[src/rtl/trigger_sequence_generator_pkg.sv]
// Shared definitions for the trigger sequence generator: FSM state encoding
// and the slot-index width mapping used by the trigger sequencer family.
package trigger_sequence_generator_pkg;

    typedef enum logic [1:0] {
        pS_IDLE = 2'd0,
        pS_RUN  = 2'd1,
        pS_DONE = 2'd2
    } seq_state_t;

    // Bits needed to index a slot: 2->1, <=4->2, <=8->3, <=16->4.
    function automatic int slot_index_width(input int num_slots);
        if (num_slots <= 2) return 1;
        if (num_slots <= 4) return 2;
        if (num_slots <= 8) return 3;
        return 4;
    endfunction

endpackage

[src/rtl/trigger_sequence_generator_delay_counter.sv]
// Edge-to-edge delay counter. Counts up from zero on the rise cycle of the
// current pulse, flags the terminal cycle (count == threshold-1) and whether
// the pulse should still be high on the following cycle.
module trigger_sequence_generator_delay_counter #(
    parameter int pCOUNTER_WIDTH = 16
) (
    input  logic                      adc_clk,
    input  logic                      reset_n,
    input  logic                      i_clear,
    input  logic [pCOUNTER_WIDTH-1:0] i_threshold,
    input  logic [pCOUNTER_WIDTH-1:0] i_width,
    output logic                      o_match,
    output logic                      o_next_below
);

    localparam int W = pCOUNTER_WIDTH;

    logic [W-1:0] r_count;

    // Counter restarts at zero whenever the owner clears it, else increments.
    always_ff @(posedge adc_clk or negedge reset_n) begin
        if (!reset_n) begin
            r_count <= '0;
        end else if (i_clear) begin
            r_count <= '0;
        end else begin
            r_count <= r_count + W'(1);
        end
    end

    // Threshold is always >= 1, so threshold-1 never underflows.
    assign o_match      = (r_count == (i_threshold - W'(1)));
    assign o_next_below = (({1'b0, r_count} + (W+1)'(1)) < {1'b0, i_width});

endmodule

[src/rtl/trigger_sequence_generator.sv]
// Trigger sequence generator: emits a programmed train of pulses, one per
// lane, with programmed rise-to-rise delays. All settings are shadowed at
// start so register writes mid-sequence have no effect.
// Optional feature macro: TRIGGER_SEQ_REPEAT_EN (repeat passes with a gap).
//
// state   | meaning
// IDLE    | waiting for I_start, all lanes low
// RUN     | emitting pulses, counter tracks cycles since current rise
// DONE    | one-cycle completion strobe on O_done
module trigger_sequence_generator
    import trigger_sequence_generator_pkg::*;
#(
    parameter int pNUM_TRIGGERS  = 4,
    parameter int pCOUNTER_WIDTH = 16,
    parameter int pWIDTH_BITS    = 8
) (
    input  logic                                      adc_clk,
    input  logic                                      reset_n,
    input  logic                                      I_start,
    input  logic                                      I_abort,
    input  logic [(pNUM_TRIGGERS-1)*pCOUNTER_WIDTH-1:0] I_delay,
    input  logic [pWIDTH_BITS-1:0]                    I_pulse_width,
    input  logic [3:0]                                I_last_trigger,
`ifdef TRIGGER_SEQ_REPEAT_EN
    input  logic [7:0]                                I_repeat,
    input  logic [pCOUNTER_WIDTH-1:0]                 I_repeat_gap,
`endif
    output logic [pNUM_TRIGGERS-1:0]                  O_trigger,
    output logic                                      O_busy,
    output logic                                      O_done
);

    localparam int W     = pCOUNTER_WIDTH;
    localparam int SW    = slot_index_width(pNUM_TRIGGERS);
    localparam int NSLOT = 1 << SW;
    localparam logic [3:0] LAST_MAX = 4'(pNUM_TRIGGERS - 1);
    localparam logic [pNUM_TRIGGERS-1:0] LANE0 = pNUM_TRIGGERS'(1);

    seq_state_t               r_state;
    logic [3:0]               r_slot;
    logic [3:0]               r_last;
    logic [pWIDTH_BITS-1:0]   r_width_eff;
    logic [W-1:0]             r_delay_eff [NSLOT];
    logic [pNUM_TRIGGERS-1:0] r_trig;
    logic                     r_busy;
    logic                     r_done;

    logic [W-1:0]             w_delay_in [NSLOT];
    logic [3:0]               w_last_in;
    logic [pWIDTH_BITS-1:0]   w_width_in;
    logic [W-1:0]             w_threshold;
    logic [W-1:0]             w_gap_eff;
    logic                     w_more_passes;
    logic                     w_match;
    logic                     w_next_below;
    logic                     w_cnt_clear;

    // Zero delays behave as one cycle; unused index slots pad with 1.
    for (genvar g = 0; g < NSLOT; g++) begin : g_delay
        if (g < pNUM_TRIGGERS - 1) begin : g_used
            assign w_delay_in[g] = (I_delay[g*W +: W] == '0) ? W'(1) : I_delay[g*W +: W];
        end else begin : g_pad
            assign w_delay_in[g] = W'(1);
        end
    end

    assign w_last_in  = (I_last_trigger > LAST_MAX) ? LAST_MAX : I_last_trigger;
    assign w_width_in = (I_pulse_width == '0) ? pWIDTH_BITS'(1) : I_pulse_width;

`ifdef TRIGGER_SEQ_REPEAT_EN
    logic [7:0]   r_passes_left;
    logic [W-1:0] r_gap_eff;

    // Remaining passes and the last-rise-to-restart gap, latched at start.
    always_ff @(posedge adc_clk or negedge reset_n) begin
        if (!reset_n) begin
            r_passes_left <= '0;
            r_gap_eff     <= '0;
        end else if (r_state == pS_IDLE && I_start && !I_abort) begin
            r_passes_left <= I_repeat;
            r_gap_eff     <= (I_repeat_gap == '0) ? W'(1) : I_repeat_gap;
        end else if (r_state == pS_RUN && !I_abort && w_match && r_slot == r_last
                     && w_more_passes) begin
            r_passes_left <= r_passes_left - 8'd1;
        end
    end

    assign w_more_passes = (r_passes_left != '0);
    assign w_gap_eff     = r_gap_eff;
`else
    assign w_more_passes = 1'b0;
    assign w_gap_eff     = W'(1);
`endif

    // Terminal threshold: next-lane delay, restart gap, or final pulse width.
    always_comb begin
        w_threshold = W'(r_width_eff);
        if (r_slot != r_last) begin
            w_threshold = r_delay_eff[r_slot[SW-1:0]];
        end else if (w_more_passes) begin
            w_threshold = w_gap_eff;
        end
    end

    assign w_cnt_clear = (r_state != pS_RUN) || I_abort || w_match;

    trigger_sequence_generator_delay_counter #(
        .pCOUNTER_WIDTH (W)
    ) u_delay_counter (
        .adc_clk      (adc_clk),
        .reset_n      (reset_n),
        .i_clear      (w_cnt_clear),
        .i_threshold  (w_threshold),
        .i_width      (W'(r_width_eff)),
        .o_match      (w_match),
        .o_next_below (w_next_below)
    );

    // Sequencing FSM; lane outputs are computed for the coming cycle and registered.
    always_ff @(posedge adc_clk or negedge reset_n) begin
        if (!reset_n) begin
            r_state     <= pS_IDLE;
            r_slot      <= '0;
            r_last      <= '0;
            r_width_eff <= '0;
            for (int i = 0; i < NSLOT; i++) r_delay_eff[i] <= '0;
            r_trig      <= '0;
            r_busy      <= 1'b0;
            r_done      <= 1'b0;
        end else begin
            r_done <= 1'b0;
            case (r_state)
                pS_IDLE: begin
                    if (I_start && !I_abort) begin
                        r_delay_eff <= w_delay_in;
                        r_width_eff <= w_width_in;
                        r_last      <= w_last_in;
                        r_slot      <= '0;
                        r_trig      <= LANE0;
                        r_busy      <= 1'b1;
                        r_state     <= pS_RUN;
                    end
                end
                pS_RUN: begin
                    if (I_abort) begin
                        r_trig  <= '0;
                        r_busy  <= 1'b0;
                        r_state <= pS_IDLE;
                    end else if (w_match) begin
                        if (r_slot != r_last) begin
                            r_slot <= r_slot + 4'd1;
                            r_trig <= LANE0 << (r_slot + 4'd1);
                        end else if (w_more_passes) begin
                            r_slot <= '0;
                            r_trig <= LANE0;
                        end else begin
                            r_trig  <= '0;
                            r_done  <= 1'b1;
                            r_state <= pS_DONE;
                        end
                    end else begin
                        r_trig <= w_next_below ? (LANE0 << r_slot) : '0;
                    end
                end
                pS_DONE: begin
                    r_trig  <= '0;
                    r_busy  <= 1'b0;
                    r_state <= pS_IDLE;
                end
                default: begin
                    r_trig  <= '0;
                    r_busy  <= 1'b0;
                    r_state <= pS_IDLE;
                end
            endcase
        end
    end

    assign O_trigger = r_trig;
    assign O_busy    = r_busy;
    assign O_done    = r_done;

endmodule
[config.mk]
export PLATFORM = sky130hd
export DESIGN_NAME = trigger_sequence_generator
export DESIGN_NICKNAME = d
export VERILOG_FILES = /design/src/rtl/trigger_sequence_generator_pkg.sv /design/src/rtl/trigger_sequence_generator_delay_counter.sv /design/src/rtl/trigger_sequence_generator.sv
export SDC_FILE = /design/constraint.sdc
export NUM_CORES = 1
export LEC_CHECK = 0
export ABC_AREA = 1
export CORE_ASPECT_RATIO = 1.5
export CORE_MARGIN = 3
export CORE_UTILIZATION = 56
export CTS_CLUSTER_DIAMETER = 150
export DETAILED_ROUTE_END_ITERATION = 8
export PLACE_DENSITY = 0.84
export SLEW_MARGIN = 0
export SYNTH_ARGS = -nofsm -noshare
export SYNTH_HDL_FRONTEND = slang
export SYNTH_HIERARCHICAL = 1
export SYNTH_SLANG_ARGS = --single-unit
[constraint.sdc]
create_clock -name adc_clk -period 3.6 [get_ports adc_clk]
set_clock_uncertainty 0.15 [all_clocks]
set_input_delay 0.54 -clock adc_clk [delete_from_list [all_inputs] [get_ports adc_clk]]
set_output_delay 0.54 -clock adc_clk [all_outputs]
set_load 0.01 [all_outputs]
==> results.py <==
metrics = {
    "detailed_routing": {
        "antenna_violating_nets_post_route": 0,
        "initialDrtViolationCount": 463,
        "drc_errors": 0,
        "wirelength_um": 13900,
        "wl_per_cell_um": 13.6,
        "route.vias.total": 5456,
        "first_pass_iters": 6,
        "route.detailed.vias_per_inst": 5.35,
    },
    "final_layout": {
        "syn2layout_area_growth_pct": 21.8,
        "num_antenna_cells": 0,
        "layout.nets": 982,
        "drive_above_1_share_pct": 6.52,
        "final_cell_mix": "sky130_fd_sc_hd__nand2_1 (207), sky130_fd_sc_hd__inv_1 (137), sky130_fd_sc_hd__nor2_1 (112), sky130_fd_sc_hd__dfrtp_1 (87), sky130_fd_sc_hd__clkdlybuf4s50_1 (68)",
        "most_common_library_cell_in_the_layout_ignoring_fill_and_taps": "sky130_fd_sc_hd__nand2_1",
    },
    "place": {
        "post-dp-hpwl_um": 10600,
        "place_congestion": 0.901,
        "pre_cts_slack_ns": 0.0556,
        "port_buffers": 69,
    },
    "power_and_ir_drop": {
        "peakVddDrop_mv": 0.387,
        "power.density_cell_area_mw_per_mm2": 726,
        "cellLeakagePower_nw": 3.55,
        "totalPowerFinal_mw": 4.99,
    },
    "synthesis": {
        "netlist.top_cell.by_area": "sky130_fd_sc_hd__dfrtp_1",
        "synth.avg_cell_area_um2": 6.85,
        "synthesis.instances": 824,
        "yosys-top-cells-area": "sky130_fd_sc_hd__dfrtp_1 (39%), sky130_fd_sc_hd__nand2_1 (14%), sky130_fd_sc_hd__inv_1 (9.2%)",
        "synth-seq-cells": 89,
        "yosys.area.top_type_share_pct": 39.5,
        "synth_warnings": 6,
        "synth_area_mm2": 0.00564,
        "synth-seq-area-share_pct": 39.5,
        "synth.distinct_cells": 33,
    },
    "global_routing": {
        "first_global_vias": 5204,
        "grt_first_pass_wirelength_um": 22900,
        "grt_antenna_before_repair": 0,
        "overflow": 0,
        "pin_count_of_the_biggest_net_entering_global_routing": 72,
        "grt_usage_pct": 25.7,
    },
    "timing": {
        "layout_setup_ws_ns": 0.179,
        "maxSlewViolCount": 0,
        "report.final.hold_viol_count": 0,
        "final_min_period_over_clock_period_pct": 95.0,
        "period_minus_slack_ns": 3.42,
        "timing.setup.tns_ns": 0,
        "timing.max_slew.rel_slack_pct": 41.3,
        "finalHoldWorstSlack_ns": 0.158,
        "setup_viol_count_final": 0,
        "max_freq_mhz": 292,
        "worst_slew_pin_slew_ns": 0.880,
    },
    "run_status": {
        "status": "finished, final reports clean",
    },
    "clock_network": {
        "cell_at_the_root_of_the_clock_tree": "sky130_fd_sc_hd__clkbuf_16",
        "clock_latency_ns": 0.34,
        "clock_tree_from_tritoncts": "yes",
        "path_clk_slew_ns": 0.07,
        "clk_sink_count": 89,
        "clock_path_buffers": 2,
        "number_of_buffers_created_by_cts": 9,
        "cts_htree_levels": 3,
    },
    "die": {
        "core_area_mm2": 0.00974,
        "chip_width_um": 88.0,
        "initial_utilization_pct": 57.9,
        "cell_row_count": 44,
        "die_area_mm2": 0.0113,
        "fp.dieH_um": 129,
        "ioPinCount": 70,
    },
    "setup_path": {
        "worst_setup_path_end_kind": "flop",
        "cp.required_ns": 3.67,
        "timing.setup.critical_path_class": "reg -> reg",
        "worstPathArrival_ns": 3.49,
        "start_kind": "flop",
        "critical_path.max_fanout": 18,
    },
    "hold_path": {
        "min-delay-path-class": "in -> async",
    },
    "flow_run": {
        "maxCapViolCount": 0,
    },
}
cell type report:
cell class,instances,area [µm²]
multi-input combinational,571,2810
clock inverter,5,63.8
clock buffer,11,243
tap,115,144
timing repair buffer,83,840
inverter,146,548
sequential,89,2230
fill,796,2870
cell families (layout without fill, tap and decap cells):
| family | count (synthesis) | in the layout | synth area share (%) |
|---|---|---|---|
| and+or+nand+nor | 412 | 412 | 30.7 |
| buffers and inverters | 171 | 245 | 11.9 |
| AOI/OAI and AO/OA | 111 | 111 | 10.4 |
| DFF | 89 | 89 | 39.5 |
| xor gates and xnor gates | 22 | 22 | 3.41 |
| adders and majority gates | 18 | 18 | 3.99 |
| other | 1 | 8 | 0.0664 |
Yosys cell counts, drive strengths merged:
cell type  instances
a21oi             13
a22oi              1
a31oi             12
and2b              1
buf               16
clkbuf             9
conb               1
dfrtp             89
ha                18
inv              146
nand2            211
nand3             41
nand3b             2
nand4             24
nor2             120
nor2b              1
nor3               8
nor4               4
o211ai             1
o21a               2
o21ai             79
o21bai             3
xnor2              6
xor2              16
critical path, cell delays in order (launching register included):
cell                      delay [ns]
sky130_fd_sc_hd__dfrtp_1        0.40
sky130_fd_sc_hd__inv_1          0.09
sky130_fd_sc_hd__nand2_1        0.08
sky130_fd_sc_hd__nand2_1        0.07
sky130_fd_sc_hd__nor2_1         0.12
sky130_fd_sc_hd__nand2_2        0.11
sky130_fd_sc_hd__buf_12         0.16
sky130_fd_sc_hd__a31oi_2        0.19
sky130_fd_sc_hd__inv_2          0.08
sky130_fd_sc_hd__ha_1           0.30
sky130_fd_sc_hd__inv_1          0.04
sky130_fd_sc_hd__nand2_1        0.05
sky130_fd_sc_hd__nand2_1        0.05
sky130_fd_sc_hd__nor2_1         0.11
sky130_fd_sc_hd__nand2_1        0.06
sky130_fd_sc_hd__nor2_1         0.08
sky130_fd_sc_hd__nand3_1        0.07
sky130_fd_sc_hd__nor2_1         0.09
sky130_fd_sc_hd__nand3_1        0.11
sky130_fd_sc_hd__nor2_2         0.18
sky130_fd_sc_hd__inv_2          0.09
sky130_fd_sc_hd__nand2_2        0.13
sky130_fd_sc_hd__buf_12         0.16
sky130_fd_sc_hd__nor3_1         0.05
sky130_fd_sc_hd__a21oi_1        0.16
sky130_fd_sc_hd__o21ai_1        0.10
report_power, final:
part	switching [mW]	internal (mW)	total (mW)
clock network	0.392	0.562	0.954
registers	0.260	1.36	1.62
logic	1.51	0.911	2.42
worst paths after layout:
kind	start	to	slack [ns]	cells after the start
setup / recovery	r_slot[3]	O_trigger[1]	0.18	25
hold / removal	reset_n	r_width_eff[7]	0.16	1
setup reg to reg	r_slot[3]	O_trigger[1]	0.18	25
hold reg to reg	r_delay_eff[0]	r_delay_eff[0]	0.30	2
max in group asynchronous	reset_n	O_trigger[3]	2.42	2
min in group adc_clk	r_delay_eff[0]	r_delay_eff[0]	0.30	2
stage by stage:
step           cell area (µm²)  instances  util [%]
6_report                  6880       1020      70.6
5_1_grt                   6880       1020      70.6
4_1_cts                   6780       1016      69.6
3_5_place_dp              6470       1000      66.4
3_3_place_gp              6470       1000      66.4
2_1_floorplan             5670        831         -
flip-flops by register name, indices dropped and copies added, names as in the netlist:
signal                   count
O_done                       1
u_delay_counter/r_count     16
O_busy                       1
r_last                       4
r_width_eff                  8
O_trigger                    4
r_state                      2
r_slot                       4
r_delay_eff                 49
routing by layer:
layer,GRT usage (%),share of wire [%]
met1,30.0,38
met2,45.5,53
met3,3.33,4.5
met4,12.6,4.5
met5,0,0
what timing repair did:
item	4_1_cts	5_1_grt
setup endpoints to repair	0	24
hold buffers	0	0
resized for setup	0	17
setup buffers	0	3
Power figures use the tool's default switching activity.
